==> src/rtl/data_memory_arbiter_if.sv <==
// Connection bundle for data_memory_arbiter: both requester handshakes plus the single-port data memory.
// slave = the arbiter's view; master = requesters and memory together (e.g. a testbench).
interface data_memory_arbiter_if #(
   parameter int ADDR_WIDTH = 5,
   parameter int DATA_WIDTH = 16
);
   logic                  core_req;
   logic                  core_we;
   logic [ADDR_WIDTH-1:0] core_address;
   logic [DATA_WIDTH-1:0] core_wdata;
   logic                  core_ack;
   logic [DATA_WIDTH-1:0] core_rdata;
   logic                  core_stall;

   logic                  comms_req;
   logic                  comms_we;
   logic                  comms_lock;
   logic [ADDR_WIDTH-1:0] comms_address;
   logic [DATA_WIDTH-1:0] comms_wdata;
   logic                  comms_ack;
   logic [DATA_WIDTH-1:0] comms_rdata;

   logic [ADDR_WIDTH-1:0] address_rw;
   logic [DATA_WIDTH-1:0] data_in;
   logic                  memory_write_enable;
   logic [DATA_WIDTH-1:0] data_out;
   logic                  busy;

   modport slave (
      input  core_req, core_we, core_address, core_wdata,
      output core_ack, core_rdata, core_stall,
      input  comms_req, comms_we, comms_lock, comms_address, comms_wdata,
      output comms_ack, comms_rdata,
      output address_rw, data_in, memory_write_enable, busy,
      input  data_out
   );

   modport master (
      output core_req, core_we, core_address, core_wdata,
      input  core_ack, core_rdata, core_stall,
      output comms_req, comms_we, comms_lock, comms_address, comms_wdata,
      input  comms_ack, comms_rdata,
      input  address_rw, data_in, memory_write_enable, busy,
      output data_out
   );
endinterface

==> src/rtl/data_memory_arbiter.sv <==
// Round-robin arbiter sharing one single-port data memory between the core and the comms processor.
// One access per two cycles: grant at the edge, ACCESS drives the memory, DONE returns the ack.
module data_memory_arbiter #(
   parameter int ADDR_WIDTH      = 5,
   parameter int DATA_WIDTH      = 16,
   parameter int MAX_BURST       = 4,
   parameter int BURST_CNT_WIDTH = 3
) (
   input logic                  clk,
   input logic                  rst,
   data_memory_arbiter_if.slave bus
);
   typedef enum logic [1:0] {
      S_IDLE   = 2'd0,
      S_ACCESS = 2'd1,
      S_DONE   = 2'd2
   } state_t;

   localparam logic OWN_CORE  = 1'b0;
   localparam logic OWN_COMMS = 1'b1;
   localparam logic [BURST_CNT_WIDTH-1:0] BURST_MAX = BURST_CNT_WIDTH'(MAX_BURST);

   state_t                     r_state;
   state_t                     w_state_next;
   logic                       r_last_grant;
   logic                       r_lock;
   logic [BURST_CNT_WIDTH-1:0] r_burst_cnt;
   logic [BURST_CNT_WIDTH-1:0] w_burst_next;
   logic                       r_owner;
   logic                       r_we;
   logic [ADDR_WIDTH-1:0]      r_addr;
   logic [DATA_WIDTH-1:0]      r_wdata;
   logic                       r_core_ack;
   logic                       r_comms_ack;
   logic [DATA_WIDTH-1:0]      r_core_rdata;
   logic [DATA_WIDTH-1:0]      r_comms_rdata;

   logic w_any_req;
   logic w_both_req;
   logic w_lock_active;
   logic w_burst_ok;
   logic w_grant;
   logic w_grant_comms;

   assign w_any_req     = bus.core_req | bus.comms_req;
   assign w_both_req    = bus.core_req & bus.comms_req;
   assign w_lock_active = r_lock & (r_last_grant == OWN_COMMS);
   assign w_burst_ok    = (r_burst_cnt < BURST_MAX);

   always_comb begin
      w_state_next  = r_state;
      w_grant       = 1'b0;
      w_grant_comms = 1'b0;
      w_burst_next  = r_burst_cnt;

      case (r_state)
         S_IDLE, S_DONE: begin
            if (w_any_req) begin
               w_grant      = 1'b1;
               w_state_next = S_ACCESS;
            end else begin
               w_state_next = S_IDLE;
            end
         end
         S_ACCESS: w_state_next = S_DONE;
         default:  w_state_next = S_IDLE;
      endcase

      if (w_both_req)
         w_grant_comms = (w_lock_active & w_burst_ok) | (r_last_grant == OWN_CORE);
      else
         w_grant_comms = bus.comms_req;

      // The grant that carries comms_lock counts too: it is the first grant of the locked burst.
      if (!bus.core_req)
         w_burst_next = '0;
      else if (w_grant && !w_grant_comms)
         w_burst_next = '0;
      else if (w_grant && w_grant_comms && bus.comms_lock && w_burst_ok)
         w_burst_next = r_burst_cnt + BURST_CNT_WIDTH'(1);
   end

   always_ff @(posedge clk or negedge rst) begin
      if (!rst) begin
         r_state       <= S_IDLE;
         r_last_grant  <= OWN_COMMS;
         r_lock        <= 1'b0;
         r_burst_cnt   <= '0;
         r_owner       <= OWN_CORE;
         r_we          <= 1'b0;
         r_addr        <= '0;
         r_wdata       <= '0;
         r_core_ack    <= 1'b0;
         r_comms_ack   <= 1'b0;
         r_core_rdata  <= '0;
         r_comms_rdata <= '0;
      end else begin
         r_state     <= w_state_next;
         r_burst_cnt <= w_burst_next;
         r_core_ack  <= (r_state == S_ACCESS) && (r_owner == OWN_CORE);
         r_comms_ack <= (r_state == S_ACCESS) && (r_owner == OWN_COMMS);

         if (w_grant) begin
            r_owner      <= w_grant_comms;
            r_last_grant <= w_grant_comms;
            r_we         <= w_grant_comms ? bus.comms_we      : bus.core_we;
            r_addr       <= w_grant_comms ? bus.comms_address : bus.core_address;
            r_wdata      <= w_grant_comms ? bus.comms_wdata   : bus.core_wdata;
            if (w_grant_comms)
               r_lock <= bus.comms_lock;
         end

         if ((r_state == S_ACCESS) && !r_we) begin
            if (r_owner == OWN_COMMS)
               r_comms_rdata <= bus.data_out;
            else
               r_core_rdata  <= bus.data_out;
         end
      end
   end

   // Address/data come straight from the grant latch, so they hold between accesses.
   assign bus.address_rw          = r_addr;
   assign bus.data_in             = r_wdata;
   assign bus.memory_write_enable = (r_state == S_ACCESS) & r_we;
   assign bus.busy                = (r_state != S_IDLE);
   assign bus.core_ack            = r_core_ack;
   assign bus.comms_ack           = r_comms_ack;
   assign bus.core_rdata          = r_core_rdata;
   assign bus.comms_rdata         = r_comms_rdata;
   // Stall is forced low while reset is held so every output reads 0 in reset.
   assign bus.core_stall          = rst & bus.core_req & ~r_core_ack;
endmodule

==> src/flat_wrapper.sv <==
// flat-port wrapper written by rule: the top's interface ports become plain ports
module data_memory_arbiter_flat 
#(
   parameter int ADDR_WIDTH      = 5,
   parameter int DATA_WIDTH      = 16,
   parameter int MAX_BURST       = 4,
   parameter int BURST_CNT_WIDTH = 3
)
  (clk, rst, bus_core_req, bus_core_we, bus_core_address, bus_core_wdata, bus_core_ack, bus_core_rdata, bus_core_stall, bus_comms_req, bus_comms_we, bus_comms_lock, bus_comms_address, bus_comms_wdata, bus_comms_ack, bus_comms_rdata, bus_address_rw, bus_data_in, bus_memory_write_enable, bus_busy, bus_data_out);
  data_memory_arbiter_if #(.ADDR_WIDTH(ADDR_WIDTH), .DATA_WIDTH(DATA_WIDTH)) bus_i ();
  input logic clk;
  input logic rst;
  input wire logic [$bits(bus_i.core_req)-1:0] bus_core_req;
  input wire logic [$bits(bus_i.core_we)-1:0] bus_core_we;
  input wire logic [$bits(bus_i.core_address)-1:0] bus_core_address;
  input wire logic [$bits(bus_i.core_wdata)-1:0] bus_core_wdata;
  output wire logic [$bits(bus_i.core_ack)-1:0] bus_core_ack;
  output wire logic [$bits(bus_i.core_rdata)-1:0] bus_core_rdata;
  output wire logic [$bits(bus_i.core_stall)-1:0] bus_core_stall;
  input wire logic [$bits(bus_i.comms_req)-1:0] bus_comms_req;
  input wire logic [$bits(bus_i.comms_we)-1:0] bus_comms_we;
  input wire logic [$bits(bus_i.comms_lock)-1:0] bus_comms_lock;
  input wire logic [$bits(bus_i.comms_address)-1:0] bus_comms_address;
  input wire logic [$bits(bus_i.comms_wdata)-1:0] bus_comms_wdata;
  output wire logic [$bits(bus_i.comms_ack)-1:0] bus_comms_ack;
  output wire logic [$bits(bus_i.comms_rdata)-1:0] bus_comms_rdata;
  output wire logic [$bits(bus_i.address_rw)-1:0] bus_address_rw;
  output wire logic [$bits(bus_i.data_in)-1:0] bus_data_in;
  output wire logic [$bits(bus_i.memory_write_enable)-1:0] bus_memory_write_enable;
  output wire logic [$bits(bus_i.busy)-1:0] bus_busy;
  input wire logic [$bits(bus_i.data_out)-1:0] bus_data_out;
  assign bus_i.core_req = bus_core_req;
  assign bus_i.core_we = bus_core_we;
  assign bus_i.core_address = bus_core_address;
  assign bus_i.core_wdata = bus_core_wdata;
  assign bus_core_ack = bus_i.core_ack;
  assign bus_core_rdata = bus_i.core_rdata;
  assign bus_core_stall = bus_i.core_stall;
  assign bus_i.comms_req = bus_comms_req;
  assign bus_i.comms_we = bus_comms_we;
  assign bus_i.comms_lock = bus_comms_lock;
  assign bus_i.comms_address = bus_comms_address;
  assign bus_i.comms_wdata = bus_comms_wdata;
  assign bus_comms_ack = bus_i.comms_ack;
  assign bus_comms_rdata = bus_i.comms_rdata;
  assign bus_address_rw = bus_i.address_rw;
  assign bus_data_in = bus_i.data_in;
  assign bus_memory_write_enable = bus_i.memory_write_enable;
  assign bus_busy = bus_i.busy;
  assign bus_i.data_out = bus_data_out;
  data_memory_arbiter #(.ADDR_WIDTH(ADDR_WIDTH), .DATA_WIDTH(DATA_WIDTH), .MAX_BURST(MAX_BURST), .BURST_CNT_WIDTH(BURST_CNT_WIDTH)) u_core (.clk(clk), .rst(rst), .bus(bus_i));
endmodule
==> config.mk <==
export PLATFORM = sky130hd
export DESIGN_NAME = data_memory_arbiter_flat
export DESIGN_NICKNAME = d
export VERILOG_FILES = /design/src/rtl/data_memory_arbiter_if.sv /design/src/rtl/data_memory_arbiter.sv /design/src/flat_wrapper.sv
export SDC_FILE = /design/constraint.sdc
export NUM_CORES = 1
export LEC_CHECK = 0
export ABC_AREA = 1
export CORE_UTILIZATION = 35
export DETAILED_ROUTE_END_ITERATION = 8
export PLACE_DENSITY = 0.74
export SLEW_MARGIN = 40
export SYNTH_ARGS = -nofsm -noshare
export SYNTH_HDL_FRONTEND = slang
export SYNTH_SLANG_ARGS = --single-unit
==> constraint.sdc <==
create_clock -name clk -period 2.7 [get_ports clk]
set_input_delay 0.27 -clock clk [delete_from_list [all_inputs] [get_ports clk]]
set_output_delay 0.27 -clock clk [all_outputs]
set_load 0.02 [all_outputs]
* Yosys cells after proc, flatten, opt, wreduce, memory -nomap -nowiden
Index checks and enable logic that the tools add are counted.
** Word-level totals
- Memory bits (writable) :: 0
- Logic and storage cells :: 54
- Register bits after elaboration :: 64
- Bits of input ports :: 65
- Bits in latches :: 0
- Memories kept :: 0
- Output and inout port bits :: 58
- Memory bits (read-only) :: 0
** Cells by class
- Add/sub/neg operators :: 1
- Divide/modulo/power cells :: 0
- Equal/unequal tests :: 3
- Magnitude comparators :: 1
- Multipliers :: 0
- Multiplexer cells :: 11
- Bitwise operators :: 11
- Reductions and logical operators :: 15
- Shift operators :: 0
** Operators with widths (number)
- 16-bit two-way mux :: 1
- 3-bit two-way mux :: 3
- 1-bit logical AND :: 7
- 1-bit bitwise AND :: 6
- 2-bit AND reduction :: 3
- 1-bit two-way mux :: 5
- 5-bit two-way mux :: 1
- 2-bit case mux with 2 select lines :: 1
- 3-bit by 1-bit adder with 3-bit output (second input constant) :: 1
- 3-bit less-than comparator (second input constant) :: 1
- 3-bit by 1-bit != test with 1-bit output (second input constant) :: 1
- 1-bit inverter :: 3
- 2-bit by 1-bit == test with 1-bit output (second input constant) :: 1
- 2-bit == test (second input constant) :: 1
- 1-bit logical NOT :: 2
- 2-bit logical NOT :: 1
- 1-bit bitwise OR :: 2
- 2-bit nonzero test :: 1
- 2-bit OR reduction :: 1

* Logic depth before layout (Yosys ltp)
Gate-level depths: netlist of the first run.
- Depth after elaboration :: 10
- Mapped depth :: 8
- Gate-level depth less buffers :: 8

* Least setup slack after synthesis of the first run
OpenSTA, ideal clock, no wires.
- Path type :: flip-flop to flip-flop
- Start point :: register u_core.r_last_grant
- End point :: register u_core.r_addr[1], in the netlist u_core.bus.address_rw[1]
- Period minus slack after synthesis :: 1.185 ns
- Required time :: 2.576 ns
- Path buffers :: 1
- Arrival time :: 1.061 ns
- Setup time :: 0.124 ns
- Path slack :: 1.515 ns
- Stages on the path, launching flop included :: 9
- Cells stage by stage :: dfstp_2 -> nand2_1 -> clkinv_1 -> nand2_4 -> nand3_2 -> inv_2 -> buf_4 -> nand2_1 -> nand3_1
** Between the ends
- Longest elaborated chain between the ends :: 5
- Elaborated cells on any way between the ends :: 6
- Those cells by class :: 2 x mux; 4 x bitwise
** RTL lines
- from (decl) :: RTL line data_memory_arbiter.sv:25 : logic r_last_grant;
- from (signal assigned) :: RTL line data_memory_arbiter.sv:105 : r_last_grant <= w_grant_comms;
- 1-bit bitwise AND :: RTL line data_memory_arbiter.sv:47 : assign w_lock_active = r_lock & (r_last_grant == OWN_COMMS);
- 1-bit bitwise AND :: RTL line data_memory_arbiter.sv:70 : w_grant_comms = (w_lock_active & w_burst_ok) | (r_last_grant == OWN_CORE);
- 1-bit bitwise OR (*) :: RTL line data_memory_arbiter.sv:70
- 1-bit two-way mux (*) :: RTL line data_memory_arbiter.sv:69 : if (w_both_req)
- 5-bit two-way mux (*) :: RTL line data_memory_arbiter.sv:107 : r_addr <= w_grant_comms ? bus.comms_address : bus.core_address;
- to (signal assigned) :: RTL line data_memory_arbiter.sv:107
- to (decl) :: RTL line data_memory_arbiter.sv:31 : logic [ADDR_WIDTH-1:0] r_addr;
Every way passes the cells marked *; elsewhere a longest branch is shown, timed or not.
A chain may end at the register's enable or synchronous reset.

* Worst setup path after layout of the first run
- Start point :: register u_core.r_state[0]
- End point :: output port bus_memory_write_enable
** Between the ends
- Longest elaborated chain between the ends :: 2
** RTL lines
- from (decl) :: RTL line data_memory_arbiter.sv:23 : state_t r_state;
- from (signal assigned) :: RTL line data_memory_arbiter.sv:98 : r_state <= w_state_next;
- 2-bit by 1-bit == test with 1-bit output :: RTL line data_memory_arbiter.sv:125 : assign bus.memory_write_enable = (r_state == S_ACCESS) & r_we;
- 1-bit bitwise AND :: RTL line data_memory_arbiter.sv:125
- to (decl) :: RTL line flat_wrapper.sv:29 : output wire logic [$bits(bus_i.memory_write_enable)-1:0] bus_memory_write_enable;
Every way passes these cells.

==> results of run 1 <==
[power by group through the flow]
| stage | Combinational (W) | Sequential [W] | Clock (W) |
|---|---|---|---|
| floorplan | 0.000401 | 0.00185 | 0 |
| global placement | 0.00160 | 0.00147 | 0 |
| detailed placement | 0.00163 | 0.00148 | 0 |
| CTS | 0.00163 | 0.00148 | 0.000870 |
| global route | 0.00174 | 0.00151 | 0.000907 |
| finish | 0.00161 | 0.00147 | 0.000840 |
[layout by cell type, fill, tap and decap left out]
master / count
buf_4: 2
buf_6: 1
nand3_2: 1
o21ai_1: 32
nand2_1: 107
a21boi_4: 1
nand4_1: 1
dfstp_2: 1
inv_2: 4
o211ai_1: 1
nor2_4: 3
nand3_1: 25
a21oi_2: 1
clkdlybuf4s50_1: 121
ha_1: 1
bufinv_16: 1
nor2_1: 4
buf_2: 1
clkinv_1: 1
a21boi_2: 1
or2_2: 1
dfrtp_1: 63
nand2_2: 4
nand2_4: 1
clkinv_2: 2
clkbuf_8: 12
inv_1: 21
o21ai_4: 1
o21ai_0: 1
[sequential cells by signal (all words and copies together) (netlist names)]
name and count:
u_core.bus.address_rw 5, u_core.bus.comms_ack 1, u_core.bus.comms_rdata 16, u_core.bus.core_ack 1
u_core.bus.core_rdata 16, u_core.bus.data_in 16, u_core.r_burst_cnt 3, u_core.r_last_grant 1
u_core.r_lock 1, u_core.r_owner 1, u_core.r_state 2, u_core.r_we 1
[kinds of logic (layout without fill, tap and decap cells)]
family | Yosys count | after routing
and+or+nand+nor | 147 | 147
DFF | 64 | 64
AOI/OAI and AO/OA | 38 | 38
adders and majority gates | 1 | 1
buffers and inverters | 38 | 166
[final cells by class]
| class | count | area, µm² |
|---|---|---|
| fillers | 683 | 3150 |
| flip-flops and latches | 64 | 1600 |
| repair buffers | 125 | 1240 |
| multi-input cells | 186 | 875 |
| clock buffers | 12 | 165 |
| well taps | 99 | 124 |
| inverters | 26 | 97.6 |
| clock inverters | 3 | 40.0 |
[per-stage QoR]
| step | total power, W | setup slack, ns | utilization | hold slack (ns) |
|---|---|---|---|---|
| final | 0.00392 | 0.739 | 0.569 | 0.0381 |
| after CTS | 0.00398 | 0.677 | 0.568 | 0.165 |
| after global routing | 0.00416 | 0.641 | 0.569 | 0.0778 |
| after global placement | 0.00308 | 0.814 | 0.540 | 0.458 |
| after floorplan | 0.00225 | 1.52 | - | -0.0256 |
| after detailed placement | 0.00311 | 0.811 | 0.540 | 0.458 |
[metal layers]
layer	up-vias	share of wire
li1	1154	-
met1	1037	0.42
met2	101	0.45
met3	9	0.12
met4	0	0.013
met5	-	0
[critical path, delay by kind of cell, from the launching register on]
family,cells,cell delay (ns)
flops,1,0.35
buf+inv,3,0.77
simple gates,2,0.24
[how the worst max path moves through the flow]
stage	endpoint	slack, ns	cells past startpoint
CTS	bus_memory_write_enable	0.68	5
floorplan	u_core.bus.address_rw[1]	1.52	8
global route	bus_memory_write_enable	0.64	5
finish	bus_memory_write_enable	0.74	5
global placement	bus_core_stall	0.81	4
detailed placement	bus_core_stall	0.81	4
[Yosys cell counts, types with 2 or more instances]
cell type	instances	share of area
buf_2	7	0.013
buf_4	2	0.0057
buf_6	2	0.0085
dfrtp_1	63	0.59
inv_1	21	0.030
inv_2	4	0.0057
nand2_1	107	0.15
nand2_2	4	0.0094
nand3_1	25	0.047
nor2_1	4	0.0057
nor2_4	3	0.013
o21ai_1	32	0.060
==> flow_summary.ini, run 1 <==
[outcome]
status = finished, final reports clean

[logic_synthesis]
synthesis.nets = 354
synthSimpleGateAreaFrac = 0.239
synth_xor_area_frac = 0
synthAdderAreaFrac = 0.00472
synth_area_um2 = 2650
synth_cell_types = 26
synth.avg_cell_area_um2 = 9.21
synth_top_family_by_area = simple AND/OR/NAND/NOR gates
synth-compound-area-share = 0.0859
netlist_instances = 288
synth_ff_type = dfrtp_1
ys_seq_area_frac = 0.605
ys_seq_elements = 64
synth-edff-count = 0
async_reset_ff_frac = 1.00
synth_mux_area_frac = 0
ys.warnings.count = 0

[worst_hold_path]
worstHoldPathType = input pin to asynchronous set/reset pin

[timing]
final.period_utilization = 0.726
tightest_slew_ns = 0.601
hold_violations = 0
relSlewSlack = 0.598
layout_min_cycle_time_ns = 1.96
setup_viol = 0
fmax_ghz = 0.510
skew_ns = 0.00619
slew_violations = 0
final.setup.tns_ns = 0
rsz0062_at_grt = no

[drt]
drt-pass1-iter-count = 4
avgRoutedWirePerCell_um = 13.1
drtIter0Drc = 61
routed_wl_um = 6770
vias = 2301
drc = 0
ant_nets = 0
vias_per_cell = 4.47

[clock_tree]
cts_root_buf = clkbuf_8
htree_levels = 3
hold_buffers = 0
postCtsSetupBuffers = 0
cts_resized = 0
cts_tree = yes
cts_buffer_depth = 2
cts_buffers = 9
clk_pin_slew_ns = 0.07
worstSkewPairLatency_ns = 0.33
cts.sinks = 64

[critical_path]
path_common_cell = inv_2
crit_path_max_fanout = 4
crit_type = register to output port
cp.arrival_ns = 1.69
worstPathCellList = inv_2 > nor2_4 > inv_2 > nor2_1 > clkdlybuf4s50_1
slowest_delay_ns = 0.62
r2r_setup_slack_ns = 1.24
reg2reg_depth = 7
start_kind = register
r2r_start = u_core.r_state[0]
slowest_stage = clkdlybuf4s50_1
crit_path_start = u_core.r_state[0]
reg2reg_to = u_core.bus.comms_rdata[14]
end_kind = output port
required_ns = 2.43

[floorplanning]
die_height_um = 89.0
io_pins = 123
start_util = 0.364
dieArea_um2 = 7930
core_area_um2 = 7290
rows = 31
die_w_um = 89.0

[global_routing]
met1_usage = 0.192
overflow = 0
use_met3 = 0.0683
grt_pass1_wl_um = 10200
grt_max_degree = 65
met2_usage = 0.293
grtUsageTotal = 0.173
top_usage_layer = met2
grt_pass1_vias = 2213
antenna_found_initial = 0

[pwr]
switching_share = 0.348
internal_power_w = 0.00256
switchingPower_w = 0.00136
vdd_ir_drop_max_uv = 566
p_leak_nw = 1.93
p_comb_frac = 0.411
power_frac_clock = 0.214
power_density_nw_per_um2 = 947
seq_power_share = 0.375

[placement]
post-dp-hpwl_um = 4860
dpl.cell_count = 500
place_area_um2 = 3940
routabilityCongestion = 0.739
io_buffers = 122

[cells_and_area]
drive_above_1_share = 0.0913
finalNetCount = 478
areaGrowthSynthToFinish_pct = 56.4
diodes = 0
design_area_um2 = 4150
layoutNonFillerInstCount = 515

[job]
drv_cap = 0
Power figures use the tool's default switching activity.
==> run 2: changes to the inputs <==
Settings changed: PLACE_DENSITY 0.74 to 0.77.
Clock period 2.7 ns to 1.8 ns, I/O delays scaled along.
==> run 2 against run 1 <==
The flow now finishes with violations (negative hold slack). Non-clock buffer count increased by 3. Combinational power increased by 51%. Utilization increased by 0.052 points. Clock skew increased by 0.0020 ns. Largest power group unchanged. Cell count increased by 0.39%. Wire length decreased by 0.68%. First-iteration DRC count increased by 31%. Clock power increased by 35%. Highest routed layer unchanged. Critical path type unchanged. Critical path depth decreased by 3.
==> flow_summary.ini, run 2 (synthesis gave the netlist of run 1 again) <==
[cells_and_area]
fill_cells = 685
layoutNonFillerInstCount = 517
areaGrowthSynthToFinish_pct = 56.5
drive_above_1_share = 0.0933
finalNetCount = 481
layout_commonest_cell = clkdlybuf4s50_1
layout_common_cells = 120 x clkdlybuf4s50_1, 107 x nand2_1, 63 x dfrtp_1, 32 x o21ai_1, 25 x nand3_1
seqCellArea_um2 = 1600
multi_input_comb_area_um2 = 875
diodes = 0

[critical_path]
reg2reg_depth = 7
start_kind = register
worstPathCellList = or2_2 > clkdlybuf4s50_1
required_ns = 1.62
cp.arrival_ns = 1.57
crit_type = register to output port
slowest_stage = clkdlybuf4s50_1
crit_path_max_fanout = 2
slowest_delay_ns = 0.54
end_kind = output port

[timing]
final.period_utilization = 0.971
tightest_slew_ns = 0.571
relSlewSlack = 0.619
skew_ns = 0.00822
whs_ns = -0.0453
fmax_ghz = 0.572
layout_min_cycle_time_ns = 1.75
final.setup.tns_ns = 0
rsz0062_at_grt = no
hold_violations = 63
setup_viol = 0
slew_violations = 0

[drt]
avgRoutedWirePerCell_um = 13.0
vias_per_cell = 4.46
routed_wl_um = 6720
vias = 2305
ant_nets = 0
drt-pass1-iter-count = 4
drtIter0Drc = 80
drc = 0

[global_routing]
grt_max_degree = 65
grt_pass1_vias = 2359
grt_pass1_wl_um = 10600
overflow = 0
antenna_found_initial = 0
grtUsageTotal = 0.178

[job]
drv_cap = 0

[floorplanning]
rows = 31
io_pins = 123
die_w_um = 89.0
start_util = 0.364
core_area_um2 = 7290
dieArea_um2 = 7930
die_height_um = 89.0

[clock_tree]
cts_root_buf = clkbuf_8
worstSkewPairLatency_ns = 0.33
htree_levels = 3
cts_buffer_depth = 2
cts.sinks = 64
clk_pin_slew_ns = 0.07
cts_buffers = 9
postCtsSetupBuffers = 0
cts_tree = yes
hold_buffers = 0

[pwr]
p_leak_nw = 1.93
power_w = 0.00577
vdd_ir_drop_max_uv = 811
power_density_nw_per_um2 = 1390

[placement]
io_buffers = 122
routabilityCongestion = 0.768
dpl.cell_count = 503
post-dp-hpwl_um = 4800

[outcome]
status = complete, but fails checks
violations = negative hold slack

[worst_hold_path]
worstHoldPathType = input pin to asynchronous set/reset pin
run 2: cell types whose count changed in the layout (fill, tap and decap cells not counted), sizes merged:
cell / delta
clkbuf: -2
clkinvlp: +1
buf: +3
clkdlybuf4s50: -1
dlygate4sd2: +1
run 2: critical path, delay by kind of cell (launching register included):
family | cells | cell delay, ns
buf+inv | 1 | 0.54
flops | 1 | 0.40
simple gates | 1 | 0.30
run 2: path summary, 6_finish.rpt:
kind / slack [ns] / to / start
setup / recovery: 0.05 / bus_busy / u_core.r_state[1]
max in group asynchronous: 1.44 / u_core.r_burst_cnt[1] / rst
setup reg to reg: 0.40 / u_core.r_we / u_core.r_burst_cnt[2]
hold reg to reg: 0.47 / u_core.r_last_grant / u_core.r_last_grant
hold / removal: -0.05 / u_core.bus.address_rw[2] / rst
min in group clk: 0.39 / u_core.bus.data_in[0] / bus_core_wdata[0]
run 2: cell type report:
cell class,instances,share of cell area
Inverter,26,0.0235
Tap cell,99,0.0298
Clock inverter,4,0.0115
Multi-Input combinational cell,186,0.211
Clock buffer,10,0.0308
Timing Repair Buffer,128,0.308
Sequential cell,64,0.386
run 2: where the power goes:
part           internal [W]  switching [W]  total [W]
clock network      0.000620       0.000513    0.00113
registers           0.00193       0.000277    0.00221
logic               0.00118        0.00125    0.00243
run 2: layer usage:
| layer | global-route usage | vias to the layer above | share of wire |
|---|---|---|---|
| li1 | - | 1157 | - |
| met2 | 0.297 | 106 | 0.45 |
| met4 | 0.0779 | 0 | 0.0091 |
| met3 | 0.0748 | 6 | 0.12 |
| met1 | 0.201 | 1036 | 0.42 |
| met5 | 0 | - | 0 |
run 2: metrics by stage:
stage	cell area, µm²	utilization	setup slack, ns
3_3_place_gp	3970	0.545	0.182
5_1_grt	4150	0.569	0.000179
6_report	4150	0.569	0.0520
2_1_floorplan	2650	-	0.615
4_1_cts	4150	0.569	0.0198
3_5_place_dp	3970	0.545	0.151
run 2: timing repair:
item / 4_1_cts / 5_1_grt
gates resized for setup: 1 / 0
setup endpoints to repair: 1 / 0
endpoints found under the hold margin: 0 / 0
==> run 3: changes to the inputs <==
Settings changed: PLACE_DENSITY 0.77 to 0.75.
==> run 3 against run 2 <==
The flow still finishes with violations (negative hold slack). Sequential share of layout area is 0.52 points lower. Final area is 1.4% higher. Critical path depth is 2 higher. Hold slack better by 0.024 ns. Flip-flop and latch count stayed put. Non-clock buffer count stayed put. Total power is 4.7% higher. Via count is 0.74% higher. Worst setup slack better by 0.075 ns. Register-to-register slack worse by 0.05 ns.
==> flow_summary.ini, run 3 (synthesis gave the netlist of run 1 again) <==
[outcome]
status = complete, but fails checks
violations = negative hold slack

[clock_tree]
postCtsSetupBuffers = 0
cts_root_buf = clkbuf_8
cts_tree = yes
hold_buffers = 0
cts_buffers = 9
cts.sinks = 64
cts_buffer_depth = 2
clk_pin_slew_ns = 0.07
htree_levels = 3
worstSkewPairLatency_ns = 0.34

[placement]
place_area_um2 = 3970
io_buffers = 122
routabilityCongestion = 0.729
pre_cts_slack_ns = 0.117
post-dp-hpwl_um = 4800

[critical_path]
worstPathCellList = clkdlybuf4s50_1 > nand2_1 > nor2_1 > clkdlybuf4s50_1
reg2reg_to = u_core.r_we
path_common_cell = clkdlybuf4s50_1
r2r_start = u_core.r_burst_cnt[2]
start_kind = input pin
crit_path_max_fanout = 3
r2r_setup_slack_ns = 0.35
slowest_delay_ns = 0.62
end_kind = output port
crit_type = input pin to output port
reg2reg_depth = 7
cp.arrival_ns = 1.49
required_ns = 1.62
slowest_stage = clkdlybuf4s50_1

[drt]
drtIter0Drc = 83
vias = 2322
drc = 0
ant_nets = 0
routed_wl_um = 6830
vias_per_cell = 4.47
drt-pass1-iter-count = 4
avgRoutedWirePerCell_um = 13.2

[global_routing]
grt_max_degree = 65
grt_pass1_vias = 2230
overflow = 0
grtUsageTotal = 0.174
antenna_found_initial = 0
grt_pass1_wl_um = 10300

[job]
drv_cap = 0

[cells_and_area]
drive_above_1_share = 0.100
multi_input_comb_area_um2 = 875
fill_cells = 670
seqCellArea_um2 = 1600
layout_common_cells = 119 x clkdlybuf4s50_1, 107 x nand2_1, 63 x dfrtp_1, 32 x o21ai_1, 25 x nand3_1
layout_commonest_cell = clkdlybuf4s50_1
diodes = 0
areaGrowthSynthToFinish_pct = 58.7
finalNetCount = 481
design_area_um2 = 4210

[timing]
tightest_slew_ns = 0.579
final.period_utilization = 0.929
setup_viol = 0
skew_ns = 0.00730
fmax_ghz = 0.598
whs_ns = -0.0211
final.setup.tns_ns = 0
worst_slack_ns = 0.127
slew_violations = 0
relSlewSlack = 0.614
hold_violations = 49
layout_min_cycle_time_ns = 1.67
rsz0062_at_grt = no

[pwr]
p_leak_nw = 1.96
power_w = 0.00604
power_density_nw_per_um2 = 1440
vdd_ir_drop_max_uv = 779

[floorplanning]
die_height_um = 89.0
rows = 31
dieArea_um2 = 7930
core_area_um2 = 7290
start_util = 0.364
io_pins = 123
die_w_um = 89.0

[worst_hold_path]
worstHoldPathType = input pin to asynchronous set/reset pin
==> run 3: cell types whose count changed in the layout (fill, tap and decap cells not counted) <==
cell / delta
inv_6: +1
clkinv_4: +2
clkinvlp_4: -1
clkdlybuf4s50_1: -1
dlymetal6s2s_1: +1
clkinv_2: -1
clkbuf_1: -1
clkbuf_8: +1
bufinv_16: +1
==> run 3: layout make-up <==
class	instances	area share
sequential	64	0.381
timing repair buffer	128	0.304
multi-input combinational	186	0.208
clock buffer	10	0.0327
tap	99	0.0294
inverter	26	0.0232
clock inverter	6	0.0217
==> run 3: what timing repair did <==
action                                  in CTS  in global routing
gates cloned                                 0                  0
endpoints found under the setup margin       1                  1
gates resized for setup                      1                  1
==> run 3: report_power, final <==
group	leakage (nW)	internal, W	switching (W)
registers	0.792	0.00193	0.000268
clock network	0.117	0.000825	0.000580
logic	1.06	0.00118	0.00126
total	1.96	0.00394	0.00211
==> run 3: how the worst max path moves through the flow <==
| stage | slack, ns | end | from |
|---|---|---|---|
| final | 0.13 | bus_core_stall | bus_core_req |
| after global routing | 0.03 | bus_core_stall | u_core.bus.core_ack |
| after floorplan | 0.62 | u_core.bus.address_rw[1] | u_core.r_last_grant |
| after CTS | 0.02 | bus_busy | u_core.r_state[1] |
| after detailed placement | 0.12 | bus_core_stall | bus_core_req |
| after global placement | 0.15 | bus_core_stall | bus_core_req |
==> run 3: stage by stage <==
stage          instances  utilization
2_1_floorplan        288            -
3_3_place_gp         503        0.545
3_5_place_dp         503        0.545
4_1_cts              519        0.576
5_1_grt              519        0.577
6_report             519        0.577
==> run 3: metal layers <==
metal / wire [µm] / up-vias / global-route usage
met3: 848 / 9 / 0.0933
met1: 2950 / 1053 / 0.207
met2: 2980 / 102 / 0.273
li1: - / 1158 / -
met4: 51 / 0 / 0.0563
met5: 0 / - / 0
==> run 3: worst max-delay path, delay by kind of cell <==
kind          cells  cell delay [ns]
buf+inv           2             1.13
simple gates      2             0.18
